[src/rtl/cpu_io_bridge.sv]
// cpu_io_bridge: host-side end of the CPU 32-bit I/O port.
// CPU writes (CPUOut/OutWE) are queued in an output FIFO drained by a host
// valid/ready stream; a host valid/ready stream fills an input FIFO whose
// head is presented on CPUIn and popped by InRE. When the input FIFO is
// empty, CPUIn holds the last popped word, which lets polling software
// treat the port as a hold register. Lost data raises sticky error flags.
module cpu_io_bridge #(
  parameter int               WIDTH      = 32,
  parameter int               DEPTH      = 4,
  parameter logic [WIDTH-1:0] IN_DEFAULT = 32'h0000000F
) (
  input  logic                     CLK,
  input  logic                     Reset,
  input  logic [WIDTH-1:0]         CPUOut,
  input  logic                     OutWE,
  output logic [WIDTH-1:0]         CPUIn,
  input  logic                     InRE,
  output logic [WIDTH-1:0]         HostOutData,
  output logic                     HostOutValid,
  input  logic                     HostOutReady,
  input  logic [WIDTH-1:0]         HostInData,
  input  logic                     HostInValid,
  output logic                     HostInReady,
  output logic [$clog2(DEPTH):0]   OutCount,
  output logic [$clog2(DEPTH):0]   InCount,
  output logic                     OutOverflow,
  output logic                     InUnderflow
);

  localparam int AW = $clog2(DEPTH);
  localparam int PW = AW + 1;
  localparam logic [PW-1:0] PTR_ONE = {{AW{1'b0}}, 1'b1};

  // Storage and pointers (extra MSB on each pointer is the wrap bit)
  logic [WIDTH-1:0] out_mem_q [DEPTH];
  logic [WIDTH-1:0] out_mem_d [DEPTH];
  logic [WIDTH-1:0] in_mem_q  [DEPTH];
  logic [WIDTH-1:0] in_mem_d  [DEPTH];
  logic [PW-1:0]    out_wptr_q, out_wptr_d, out_rptr_q, out_rptr_d;
  logic [PW-1:0]    in_wptr_q,  in_wptr_d,  in_rptr_q,  in_rptr_d;
  logic [WIDTH-1:0] last_in_q,  last_in_d;
  logic             out_ovf_q,  out_ovf_d;
  logic             in_udf_q,   in_udf_d;

  // Status and handshake decode
  logic             out_full_s, out_empty_s, in_full_s, in_empty_s;
  logic             out_push_s, out_pop_s, in_push_s, in_pop_s;
  logic [WIDTH-1:0] out_head_s, in_head_s;

  // FIFO status decode from the registered pointers only
  always_comb begin
    out_empty_s = (out_wptr_q == out_rptr_q);
    out_full_s  = (out_wptr_q[AW-1:0] == out_rptr_q[AW-1:0]) &&
                  (out_wptr_q[AW] != out_rptr_q[AW]);
    in_empty_s  = (in_wptr_q == in_rptr_q);
    in_full_s   = (in_wptr_q[AW-1:0] == in_rptr_q[AW-1:0]) &&
                  (in_wptr_q[AW] != in_rptr_q[AW]);
    out_head_s  = out_mem_q[out_rptr_q[AW-1:0]];
    in_head_s   = in_mem_q[in_rptr_q[AW-1:0]];
  end

  // Push/pop qualification; a full output FIFO still accepts a write when the host pops in the same cycle
  always_comb begin
    out_pop_s  = !out_empty_s && HostOutReady;
    out_push_s = OutWE && (!out_full_s || out_pop_s);
    in_push_s  = HostInValid && !in_full_s;
    in_pop_s   = InRE && !in_empty_s;
  end

  // Next-state computation for pointers, storage, hold register and sticky flags
  always_comb begin
    out_wptr_d = out_wptr_q;
    out_rptr_d = out_rptr_q;
    in_wptr_d  = in_wptr_q;
    in_rptr_d  = in_rptr_q;
    out_mem_d  = out_mem_q;
    in_mem_d   = in_mem_q;
    last_in_d  = last_in_q;
    out_ovf_d  = out_ovf_q;
    in_udf_d   = in_udf_q;
    if (out_push_s) begin
      out_mem_d[out_wptr_q[AW-1:0]] = CPUOut;
      out_wptr_d = out_wptr_q + PTR_ONE;
    end else begin
      out_wptr_d = out_wptr_q;
    end
    if (out_pop_s) begin
      out_rptr_d = out_rptr_q + PTR_ONE;
    end else begin
      out_rptr_d = out_rptr_q;
    end
    if (OutWE && !out_push_s) begin
      out_ovf_d = 1'b1;
    end else begin
      out_ovf_d = out_ovf_q;
    end
    if (in_push_s) begin
      in_mem_d[in_wptr_q[AW-1:0]] = HostInData;
      in_wptr_d = in_wptr_q + PTR_ONE;
    end else begin
      in_wptr_d = in_wptr_q;
    end
    if (in_pop_s) begin
      in_rptr_d = in_rptr_q + PTR_ONE;
      last_in_d = in_head_s;
    end else begin
      in_rptr_d = in_rptr_q;
      last_in_d = last_in_q;
    end
    if (InRE && in_empty_s) begin
      in_udf_d = 1'b1;
    end else begin
      in_udf_d = in_udf_q;
    end
  end

  // Control state: pointers, hold register and sticky flags, cleared asynchronously
  always_ff @(posedge CLK or negedge Reset) begin
    if (!Reset) begin
      out_wptr_q <= {PW{1'b0}};
      out_rptr_q <= {PW{1'b0}};
      in_wptr_q  <= {PW{1'b0}};
      in_rptr_q  <= {PW{1'b0}};
      last_in_q  <= IN_DEFAULT;
      out_ovf_q  <= 1'b0;
      in_udf_q   <= 1'b0;
    end else begin
      out_wptr_q <= out_wptr_d;
      out_rptr_q <= out_rptr_d;
      in_wptr_q  <= in_wptr_d;
      in_rptr_q  <= in_rptr_d;
      last_in_q  <= last_in_d;
      out_ovf_q  <= out_ovf_d;
      in_udf_q   <= in_udf_d;
    end
  end

  // FIFO data arrays; contents are qualified by the pointers so need no reset
  always_ff @(posedge CLK) begin
    out_mem_q <= out_mem_d;
    in_mem_q  <= in_mem_d;
  end

  // Output drive; CPUIn falls back to the hold register when no input word is queued
  always_comb begin
    HostOutData  = out_head_s;
    HostOutValid = !out_empty_s;
    HostInReady  = !in_full_s;
    OutCount     = out_wptr_q - out_rptr_q;
    InCount      = in_wptr_q - in_rptr_q;
    OutOverflow  = out_ovf_q;
    InUnderflow  = in_udf_q;
    if (in_empty_s) begin
      CPUIn = last_in_q;
    end else begin
      CPUIn = in_head_s;
    end
  end

endmodule

[config.mk]
export PLATFORM = sky130hd
export DESIGN_NAME = cpu_io_bridge
export DESIGN_NICKNAME = d
export VERILOG_FILES = /design/src/rtl/cpu_io_bridge.sv
export SDC_FILE = /design/constraint.sdc
export NUM_CORES = 1
export LEC_CHECK = 0
export ABC_AREA = 0
export ABC_CLOCK_PERIOD_IN_PS = 8600
export CAP_MARGIN = 10
export CORE_ASPECT_RATIO = 0.5
export CORE_MARGIN = 2
export CORE_UTILIZATION = 48
export CTS_CLUSTER_SIZE = 20
export DETAILED_ROUTE_END_ITERATION = 10
export GPL_ROUTABILITY_DRIVEN = 1
export PLACE_DENSITY = 0.7
export SLEW_MARGIN = 0
export SYNTH_ARGS = -nofsm -noshare
export SYNTH_HDL_FRONTEND = slang
export SYNTH_SLANG_ARGS = --single-unit
[constraint.sdc]
create_clock -name CLK -period 8.6 [get_ports CLK]
set_input_delay 0.86 -clock CLK [delete_from_list [all_inputs] [get_ports CLK]]
set_output_delay 0.86 -clock CLK [all_outputs]
set_load 0.1 [all_outputs]
=== Word-level counts from Yosys, hierarchy flattened ===
Cells that the tools add are included.

* $add $sub $neg: 6
* Magnitude comparators: 6
* Equal/unequal tests: 6
* Muxes and demuxes: 13
* Bitwise logic cells: 4
* Reduce and logical (&&, ||, !) cells: 16

{| class="wikitable"
|+ Operator list
! operator !! number
|-
| $bwmux 128 || 2
|-
| $mux 32 || 7
|-
| $bmux 32 s2 || 2
|-
| $demux 32 s2 || 2
|-
| $add 3x1->3 const B || 4
|-
| $ge 3x3->1 const B || 4
|-
| $not 2->3 || 4
|-
| $logic_and 1x1->1 || 10
|-
| $eq 3x3->1 || 2
|-
| $lt 3x1->1 const B || 2
|-
| $sub 3x3->3 || 2
|-
| $logic_not 1->1 || 5
|-
| $eq 2x2->1 || 2
|-
| $ne 1x1->1 || 2
|-
| $logic_or 1x1->1 || 1
|}

* Register bits: 302
* Input bits: 70
* Output and inout port bits: 74
* Word-level logic and storage cells: 66

=== Depth between registers and ports, before layout ===
Gate-level depths: netlist of the first run.

* Word-level depth: 7
* Depth in mapped cells: 8

=== Worst setup path before layout of the first run ===
Ideal clock, no wire load.

* Path kind: register -> register
* Start: reg in_rptr_q[1]
* End: reg in_mem_q[0] (netlist name) (enable)
* Setup time: 0.444 ns
* Arrival: 3.036 ns
* Data required time: 8.156 ns
* Slack: 5.120 ns
* Cell stages (with the launch flop): 6
* Period minus slack after synthesis: 3.480 ns
* Cell sequence: dfrtp_1 clkbuf_1 clkbuf_1 inv_1 ha_1 a31oi_1

* Cells in the longest elaborated chain, start to end: 4

{| class="wikitable"
|+ Ends and longest elaborated chain
! element !! RTL line !! source
|-
| start, declared || 40 || <nowiki>logic [PW-1:0] in_wptr_q, in_wptr_d, in_rptr_q, in_rptr_d;</nowiki>
|-
| start signal, assigned || 123 || <nowiki>in_rptr_q <= {PW{1'b0}};</nowiki>
|-
| start signal, assigned || 131 || <nowiki>in_rptr_q <= in_rptr_d;</nowiki>
|-
| $eq 2x2->1 || 56 || <nowiki>in_full_s = (in_wptr_q[AW-1:0] == in_rptr_q[AW-1:0]) &&</nowiki>
|-
| $logic_and 1x1->1 || 56 ||
|-
| $logic_not 1->1 || 66 || <nowiki>in_push_s = HostInValid && !in_full_s;</nowiki>
|-
| $logic_and 1x1->1 || 66 ||
|-
| end signal, assigned || 141 || <nowiki>in_mem_q <= in_mem_d;</nowiki>
|-
| end, declared || 37 || <nowiki>logic [WIDTH-1:0] in_mem_q [DEPTH];</nowiki>
|}

No other way between the ends.
A chain may end at the register's enable or synchronous reset.

=== Worst setup path in the final report of the first run ===
* Start: reg in_rptr_q[1]
* End: out CPUIn[2]

* Cells in the longest elaborated chain, start to end: 5
* Elaborated cells between the ends (all ways): 6
* Those cells by class: 1 x eq/ne; 4 x mux; 1 x bitwise

{| class="wikitable"
|+ Ends and longest elaborated chain
! element !! RTL line !! source
|-
| $not 2->3 (implied by the code) || 59 || <nowiki>in_head_s = in_mem_q[in_rptr_q[AW-1:0]];</nowiki>
|-
| $bmux 32 s2 || 59 ||
|-
| $mux 32 (implied by the code) (2 in a row) || 59 ||
|-
| $mux 32 * || 153 || <nowiki>if (in_empty_s) begin</nowiki>
|-
| end, declared || 16 || <nowiki>output logic [WIDTH-1:0] CPUIn,</nowiki>
|}

Mark *: on every way between the ends. The rest lies on a longest branch, timed or not. The select of a mux whose other input is x is not followed.

==> results.tsv, run 1 <==
stage	metric	value	unit
run_status	status	finished clean	
die	die_h	114.6	µm
cells_and_area	drive_above_1_share	0.2869	
clocking	clock-sinks	302	
synthesis	synth_seq_cells	302	
worst_setup_path	worstPathArrival	4560	ps
grt	track_usage	0.1698	
worst_setup_path	cp_top_family	buffers and inverters	
synthesis	synthTopCellsByArea	edfxtp_1 66%, mux4_2 12%, dfrtp_1 9.0%	
cells_and_area	design_area	0.01432	mm²
place	port_buffers	143	
clocking	clk_pin_slew_worst_paths	60	ps
sta	slew_headroom	0.2599	
worst_setup_path	cp_slowest_cell	clkdlybuf4s50_1	
run	cap_violations	0	
cells_and_area	num_antenna_cells	0	
sta	fmax	184.6	MHz
clocking	clockRootBuffer	clkbuf_16	
grt	first_global_vias	5789	
clocking	post_cts_buffers	0	
sta	grt_setup_unrepaired	no	
sta	worst_pin_slew	1107	ps
grt	grt_overflow	0	
worst_setup_path	crit_path_max_incr_delay	1140	ps
die	ios	144	
worst_setup_path	critPathRequiredTime	7740	ps
clocking	cts_max_path_buffers	3	
clocking	cts_hold_buf	0	
synthesis	netlist_area	0.01173	mm²
synthesis	yosysWarnings	0	
detailed_routing	vias	5358	
sta	slew_viol_final	0	
clocking	h-tree-depth	1	
sta	tns	0	ps
die	start_util	0.4884	
synthesis	synth-main-ff-cell	edfxtp_1	
clocking	cts_resized	0	
worst_setup_path	crit_path_end_kind	output port	
synthesis	synthesis.nets	607	
sta	fin_crit	5416	ps
die	row_count	40	
worst_setup_path	critical_path_class	flip-flop to output port	
detailed_routing	drc	0	
min_path	hold_class	flip-flop to flip-flop	
sta	setup_violations	0	
die	dieArea	0.02579	mm²
sta	postLayoutSetupSlackWorst	3184	ps
die	core_area	0.02402	mm²
place	dpl_cell_area	0.01347	mm²
cells_and_area	layout_common_cells	256 x edfxtp_1, 142 x clkdlybuf4s50_1, 68 x mux2_2	
synthesis	syn-instance-count	521	
cells_and_area	syn_to_final_growth	22.03	%
detailed_routing	routed_wl	21300	µm
worst_setup_path	crit_fanout	36	
clocking	tritoncts	built	
synthesis	avgSynthCellArea	22.52	µm²
worst_setup_path	cp-start-kind	flip-flop	
grt	grt_pass1_wl	32920	µm
cells_and_area	fill_cells	1774	
synthesis	synth_top_area_cell	edfxtp_1	
detailed_routing	drt_iter0_drc	299	
synthesis	synth_cell_types	29	
place	dpl_worst_slack	3719	ps
grt	grt_max_degree	47	
grt	grt_antenna_before_repair	0	
synthesis	yosysTopAreaCellShare	0.6552	
clocking	clk_latency	540	ps
sta	post-route-period-util	0.6298	
worst_setup_path	worstPathCellList	inv_1 > ha_1 > nand2_1 > nor2_4 > mux2_2 > clkdlybuf4s50_1	
synthesis	ys_async_sr_fraction	0.1523	
place	detailed_place_hpwl	12250	µm
detailed_routing	antenna_left	0	
worst_setup_path	worst-path-buf-inv	2	
synthesis	ys_seq_area_frac	0.7538	
cells_and_area	nets	762	
die	die_x	225.1	µm
sta	finalHoldViolCount	0	
place	gp_congestion	0.7216	
place	placedCellCount	961	
synthesis	synth_edf_count	256	
cells_and_area	finalNonFillerCells	1012	
detailed_routing	via_per_inst	5.294	
clocking	cts_made_buffers	27	
cells_and_area	mostFrequentLayoutCell	edfxtp_1	
sta	skew	14.70	ps
detailed_routing	first_pass_iters	4	
detailed_routing	routedWlPerCell	21.04	µm
## worst paths after layout
kind	start	endpoint	slack, ps	cells after the start
min in group asynchronous	Reset	last_in_q[9]	460	2
max in group asynchronous	Reset	in_rptr_q[0]	7650	2
setup reg to reg	in_rptr_q[1]	in_mem_q[104]	5500	4
hold reg to reg	OutOverflow	OutOverflow	450	1
setup / recovery	in_rptr_q[1]	CPUIn[2]	3180	6
hold / removal	OutOverflow	OutOverflow	450	1
## metrics by stage
stage | hold WS, ps | util
floorplan | 473.6 | -
global placement | 440.7 | 0.5607
detailed placement | 445.7 | 0.5607
CTS | 448.3 | 0.5952
global route | 469.3 | 0.5960
finish | 454.5 | 0.5960
## Yosys cell counts, types with 3 or more instances
cell / number
edfxtp_1: 256
a31oi_1: 4
mux4_2: 64
and2_1: 6
xnor2_1: 7
nand2_1: 3
dfrtp_1: 42
dfstp_2: 4
clkbuf_1: 8
xor2_1: 3
mux2_2: 68
ha_1: 14
inv_1: 12
buf_2: 7
clkbuf_8: 4
## cell families after synthesis
kind of cell	after synthesis	share of synthesized area
multiplexers	132	0.1881
adder cells (fa/ha/maj)	16	0.01834
AO/OA/AOI/OAI	13	0.008638
XOR/XNOR	11	0.008852
flip-flops	302	0.7538
buffers and inverters	34	0.01632
AND/OR/NAND/NOR	13	0.005972
## flip-flops by register name (all words and copies together) (netlist names)
register / cells
InUnderflow: 1
OutOverflow: 1
in_mem_q: 128
in_rptr_q: 3
in_wptr_q: 3
last_in_q: 32
out_mem_q: 128
out_rptr_q: 3
out_wptr_q: 3
## area by class of cell
| class | instances | area [µm²] | area share |
|---|---|---|---|
| flip-flops and latches | 302 | 8848 | 0.6180 |
| multi-input cells | 185 | 2726 | 0.1904 |
| repair buffers | 148 | 1476 | 0.1031 |
| clock buffers | 30 | 686.9 | 0.04798 |
| well taps | 315 | 394.1 | 0.02753 |
| clock inverters | 20 | 140.1 | 0.009788 |
| inverters | 12 | 45.04 | 0.003146 |
## worst register-to-register path: cells and delay by family, from the launching register on
kind	cells	cell delay, ps
flops	1	980
fa+ha+maj	1	380
simple gates	1	850
buf+inv	1	100
compound gates	1	400
## routing by layer
layer  global-route usage  up-vias  wire length [µm]
met5                    0        -                 0
met4              0.04415        0               393
met3              0.03079       25               788
met2               0.3014      104             10970
met1               0.2189     2792              9143
li1                     -     2437                 -
Power of run 1 is left out: the tool's default activity adds up to more than one toggle a clock period on the data nets, which glitch-free logic cannot reach.
==> inputs of run 2 (changes only) <==
--- a/config.mk
+++ b/config.mk
@@ -6,7 +6,7 @@
 export NUM_CORES = 1
 export LEC_CHECK = 0
 export ABC_AREA = 0
-export ABC_CLOCK_PERIOD_IN_PS = 8600
+export ABC_CLOCK_PERIOD_IN_PS = 4900
 export CAP_MARGIN = 10
 export CORE_ASPECT_RATIO = 0.5
 export CORE_MARGIN = 2
@@ -14,7 +14,7 @@
 export CTS_CLUSTER_SIZE = 20
 export DETAILED_ROUTE_END_ITERATION = 10
 export GPL_ROUTABILITY_DRIVEN = 1
-export PLACE_DENSITY = 0.7
+export PLACE_DENSITY = 0.73
 export SLEW_MARGIN = 0
 export SYNTH_ARGS = -nofsm -noshare
 export SYNTH_HDL_FRONTEND = slang
==> constraint.sdc (replaced) <==
create_clock -name CLK -period 4.9 [get_ports CLK]
set_input_delay 0.49 -clock CLK [delete_from_list [all_inputs] [get_ports CLK]]
set_output_delay 0.49 -clock CLK [all_outputs]
set_load 0.1 [all_outputs]
==> run 2 against run 1 <==
Effect of this change:
- hold slack got worse by 360 ps
- routed wire length shrank 1.6%
- setup slack worse by 2000 ps
- utilization down 0.26 points
- register-to-register slack worse by 3300 ps
- clock skew decreased by 5.5 ps
- first-iteration DRC count down 1.7%
- design area fell by 0.44%
- via count decreased by 0.37%
==> results.tsv, run 2 (synthesis gave the netlist of run 1 again) <==
stage	metric	value	unit	change
cells_and_area	largestRegisters	in_mem_q x128, out_mem_q x128, last_in_q x32		unchanged
clocking	cts_hold_buf	0		unchanged
detailed_routing	wl_met3	746	µm	was 788 µm
worst_setup_path	worstPathArrival	3270	ps	was 4560 ps
detailed_routing	dr.max_layer_used	met4		unchanged
sta	setup_violations	0		unchanged
detailed_routing	routedWlPerCell	20.65	µm	was 21.04 µm
worst_setup_path	critPathRequiredTime	4410	ps	was 7740 ps
cells_and_area	finalNonFillerCells	1015		was 1012
place	gp_congestion	0.7764		was 0.7216
detailed_routing	via_per_inst	5.259		was 5.294
sta	slew_viol_final	0		unchanged
clocking	h-tree-depth	1		unchanged
clocking	cts_max_path_buffers	3		unchanged
grt	grt_max_degree	47		unchanged
worst_setup_path	crit_fanout	21		was 36
detailed_routing	first_pass_iters	4		unchanged
cells_and_area	nets	766		was 762
detailed_routing	drt_iter0_drc	294		was 299
detailed_routing	antenna_left	0		unchanged
die	ios	144		unchanged
die	core_area	0.02402	mm²	unchanged
sta	fin_crit	3760	ps	
die	die_h	114.6	µm	unchanged
sta	fmax	265.9	MHz	
cells_and_area	drive_above_1_share	0.3257		was 0.2869
cells_and_area	layout_common_cells	256 x edfxtp_1, 110 x clkdlybuf4s50_1, 68 x mux2_2		was 256 x edfxtp_1, 142 x clkdlybuf4s50_1, 68 x mux2_2
grt	first_global_vias	5704		was 5789
die	die_x	225.1	µm	unchanged
clocking	clk_pin_slew_worst_paths	70	ps	was 60 ps
sta	skew	9.168	ps	was 14.70 ps
grt	track_usage	0.1662		was 0.1698
sta	finalHoldViolCount	0		unchanged
place	detailed_place_hpwl	12410	µm	was 12250 µm
detailed_routing	wl_met1	8912	µm	was 9143 µm
die	row_count	40		unchanged
place	port_buffers	143		unchanged
sta	slew_headroom	0.2521		was 0.2599
min_path	hold_class	input port to async pin		was flip-flop to flip-flop
sta	grt_setup_unrepaired	no		unchanged
clocking	clockRootBuffer	clkbuf_16		unchanged
clocking	tritoncts	built		unchanged
grt	grt_antenna_before_repair	0		unchanged
clocking	cts_resized	0		unchanged
worst_setup_path	cp-start-kind	flip-flop		unchanged
detailed_routing	routed_wl	20960	µm	was 21300 µm
cells_and_area	num_antenna_cells	0		unchanged
cells_and_area	fill_cells	1744		was 1774
detailed_routing	dr_wl_met2	10870	µm	was 10970 µm
die	dieArea	0.02579	mm²	unchanged
place	placedCellCount	967		was 961
sta	worst_pin_slew	1119	ps	was 1107 ps
clocking	post_cts_buffers	0		unchanged
cells_and_area	mostFrequentLayoutCell	edfxtp_1		unchanged
clocking	cts_made_buffers	26		was 27
clocking	clock-sinks	302		unchanged
cells_and_area	final_util	0.5934		was 0.5960
die	start_util	0.4884		unchanged
cells_and_area	syn_to_final_growth	21.50	%	was 22.03%
clocking	clk_latency	530	ps	was 540 ps
detailed_routing	drc	0		unchanged
worst_setup_path	critical_path_class	flip-flop to output port		unchanged
sta	hold_slack	89.53	ps	was 454.5 ps
run	cap_violations	0		unchanged
run_status	status	finished clean		unchanged
worst_setup_path	crit_path_end_kind	output port		unchanged
grt	grt_overflow	0		unchanged
sta	post-route-period-util	0.7674		
detailed_routing	vias	5338		was 5358
sta	tns	0	ps	unchanged
grt	grt_pass1_wl	32120	µm	was 32920 µm
run 2: final cells by class:
| cell class | instances | area (µm²) | share of cell area |
|---|---|---|---|
| Sequential cell | 302 | 8846 | 0.6206 |
| Clock buffer | 34 | 701.9 | 0.04924 |
| Clock inverter | 14 | 123.9 | 0.008690 |
| Timing Repair Buffer | 153 | 1421 | 0.09971 |
| Inverter | 12 | 45.04 | 0.003160 |
| Multi-Input combinational cell | 185 | 2723 | 0.1910 |
| Tap cell | 315 | 394.1 | 0.02765 |
run 2: worst paths after layout:
check                              startpoint              end  slack [ps]  cells after the start
worst max-delay path            out_rptr_q[0]  HostOutData[17]        1140                      3
worst max register to register   in_wptr_q[0]    in_mem_q[122]        2160                      5
max in group asynchronous               Reset     in_rptr_q[0]        4310                      2
min in group CLK                  InUnderflow      InUnderflow         460                      1
worst min register to register    InUnderflow      InUnderflow         460                      1
worst min-delay path                    Reset     last_in_q[8]          90                      2
run 2: per-stage QoR:
| stage | instance area (µm²) | setup WS, ps |
|---|---|---|
| finish | 14250 | 1140 |
| global route | 14250 | 936.9 |
| CTS | 14250 | 1028 |
| detailed placement | 13430 | 1614 |
| global placement | 13430 | 1654 |
| floorplan | 11730 | 1420 |
run 2: layer usage:
layer / up-vias / GRT usage
met2: 88 / 0.3002
met4: 0 / 0.03974
met3: 34 / 0.03259
met1: 2778 / 0.2097
met5: - / 0
li1: 2438 / -
run 2: worst max-delay path, cell delays in order (launching register included):
cell and delay (ps):
dfrtp_2 680, buf_4 470, mux4_2 570, clkdlybuf4s50_1 990
Power of run 2 is left out for the same reason.
==> inputs of run 3 (changes only) <==
--- a/config.mk
+++ b/config.mk
@@ -6,7 +6,7 @@
 export NUM_CORES = 1
 export LEC_CHECK = 0
 export ABC_AREA = 0
-export ABC_CLOCK_PERIOD_IN_PS = 4900
+export ABC_CLOCK_PERIOD_IN_PS = 3230
 export CAP_MARGIN = 10
 export CORE_ASPECT_RATIO = 0.5
 export CORE_MARGIN = 2
==> constraint.sdc (replaced) <==
create_clock -name CLK -period 3.23 [get_ports CLK]
set_input_delay 0.323 -clock CLK [delete_from_list [all_inputs] [get_ports CLK]]
set_output_delay 0.323 -clock CLK [all_outputs]
set_load 0.1 [all_outputs]
==> run 3 against run 2 <==
Effect of this change:
- the flow now finishes with violations (hold timing)
- final cell count is 0.30% higher
- utilization is 3.3 points higher
- routed wire length is 2.4% higher
- clock skew is 3.1 ps lower
- via count is 4.0% higher
- first-iteration DRC count is 3.7% higher
- clock-buffer cell count is 8 higher
- non-clock buffer count is 3 higher
- register-to-register slack worse by 1400 ps
- critical path type unchanged
- critical endpoint is now CPUIn[5]
- highest routed layer unchanged
==> results.tsv, run 3 (synthesis gave the netlist of run 1 again) <==
stage	metric	value	unit	change
run_status	status	finished with violations		was finished clean
run_status	violations	hold timing		
worst_setup_path	worstPathCellList	buf_4 > mux4_2 > mux2_2 > buf_12		was buf_4 > mux4_2 > clkdlybuf4s50_1
die	ios	144		unchanged
sta	slew_viol_final	0		unchanged
sta	setup_violations	0		unchanged
cells_and_area	nets	769		was 766
die	dieArea	0.02579	mm²	unchanged
sta	fin_crit	2927	ps	
detailed_routing	vias	5554		was 5338
cells_and_area	drive_above_1_share	0.3883		was 0.3257
sta	hold_slack	-35.37	ps	was 89.53 ps
worst_setup_path	crit_path_max_incr_delay	640	ps	was 990 ps
clocking	cts_made_buffers	26		unchanged
die	start_util	0.4884		unchanged
clocking	h-tree-depth	1		unchanged
cells_and_area	num_antenna_cells	0		unchanged
die	core_area	0.02402	mm²	unchanged
worst_setup_path	reg2reg_from	out_wptr_q[0]		was in_wptr_q[0]
place	placedCellCount	969		was 967
sta	finalHoldViolCount	25		was 0
worst_setup_path	worstPathArrival	2600	ps	was 3270 ps
detailed_routing	drt_iter0_drc	305		was 294
sta	grt_setup_unrepaired	no		unchanged
detailed_routing	routed_wl	21470	µm	was 20960 µm
cells_and_area	mostFrequentLayoutCell	edfxtp_1		unchanged
worst_setup_path	reg2reg_slack	800	ps	was 2160 ps
sta	skew	6.039	ps	was 9.168 ps
worst_setup_path	cp-start-kind	flip-flop		unchanged
grt	first_global_vias	6090		was 5704
place	detailed_place_hpwl	13100	µm	was 12410 µm
sta	fmax	341.6	MHz	
sta	post-route-period-util	0.9063		
die	die_x	225.1	µm	unchanged
grt	grt_overflow	0		unchanged
sta	worst_pin_slew	1028	ps	was 1119 ps
die	row_count	40		unchanged
grt	grt_pass1_wl	33780	µm	was 32120 µm
worst_setup_path	critPathRequiredTime	2910	ps	was 4410 ps
clocking	clk_pin_slew_worst_paths	70	ps	about the same
sta	slew_headroom	0.3144		was 0.2521
cells_and_area	largestRegisters	in_mem_q x128, out_mem_q x128, last_in_q x32		unchanged
clocking	tritoncts	built		unchanged
cells_and_area	layout_common_cells	256 x edfxtp_1, 72 x buf_12, 69 x clkdlybuf4s50_1		was 256 x edfxtp_1, 110 x clkdlybuf4s50_1, 68 x mux2_2
worst_setup_path	crit_path_end_kind	output port		unchanged
sta	tns	0	ps	unchanged
grt	grt_max_degree	42		was 47
clocking	clk_latency	520	ps	was 530 ps
worst_setup_path	cp_top_family	multiplexers		was buffers and inverters
grt	track_usage	0.1736		was 0.1662
run	cap_violations	0		unchanged
detailed_routing	routedWlPerCell	21.09	µm	was 20.65 µm
clocking	cts_max_path_buffers	3		unchanged
detailed_routing	via_per_inst	5.456		was 5.259
min_path	hold_class	input port to async pin		unchanged
detailed_routing	antenna_left	0		unchanged
worst_setup_path	crit_fanout	34		was 21
worst_setup_path	worst-path-buf-inv	2		unchanged
cells_and_area	finalNonFillerCells	1018		was 1015
worst_setup_path	cp_slowest_cell	mux4_2		was clkdlybuf4s50_1
worst_setup_path	rr_endpoint	out_mem_q[88]		was in_mem_q[122]
worst_setup_path	reg2regPathDepth	5		unchanged
clocking	clockRootBuffer	clkbuf_16		unchanged
detailed_routing	first_pass_iters	4		unchanged
grt	grt_antenna_before_repair	0		unchanged
detailed_routing	drc	0		unchanged
place	port_buffers	143		unchanged
die	die_h	114.6	µm	unchanged
worst_setup_path	critical_path_class	flip-flop to output port		unchanged
cells_and_area	syn_to_final_growth	28.33	%	was 21.50%
clocking	clock-sinks	302		unchanged
place	gp_congestion	0.7263		was 0.7764
==> run 3: per-layer routing <==
layer	track usage	routed length, µm	vias to the layer above
li1	-	-	2437
met1	0.2251	8871	2966
met2	0.3066	11320	117
met3	0.03002	777	34
met4	0.04857	507	0
met5	0	0	-
==> run 3: through the flow <==
stage	utilization	worst slack, ps	area, µm²	hold slack (ps)
3_3_place_gp	0.5926	666.8	14230	439.6
3_5_place_dp	0.5926	570.4	14230	448.7
6_report	0.6268	302.8	15060	-35.37
5_1_grt	0.6268	162.8	15060	30.18
2_1_floorplan	-	302.0	11740	27.41
4_1_cts	0.6259	0.2429	15040	7.369
==> run 3: worst max path at each step <==
stage               cells after the start           from  slack [ps]           to
detailed placement                      7   in_wptr_q[0]         570     CPUIn[2]
floorplan                               4  out_wptr_q[0]         300  OutCount[2]
finish                                  4   in_rptr_q[0]         300     CPUIn[5]
CTS                                     7   in_wptr_q[0]         0.2     CPUIn[2]
global placement                        7   in_wptr_q[0]         670     CPUIn[9]
global route                            4   in_rptr_q[0]         160     CPUIn[5]
==> run 3: worst register-to-register path, stage by stage, from the launching register on <==
cell and delay, ps:
dfrtp_1 380, inv_1 110, ha_1 390, nand2_1 140, o31a_1 230, and2_2 770
==> run 3: area by class of cell <==
cell class	instances	area [µm²]
clock buffers	42	772.0
fillers	1655	8966
well taps	315	394.1
clock inverters	6	30.03
multi-input cells	185	2726
flip-flops and latches	302	8847
inverters	12	45.04
repair buffers	156	2242
==> run 3: what timing repair did <==
action / 4_1_cts / 5_1_grt
setup endpoints to repair: 0 / 19
resized for setup: 0 / 0
hold buffers: 0 / 0
setup buffers: 0 / 1
Power of run 3 is left out for the same reason.
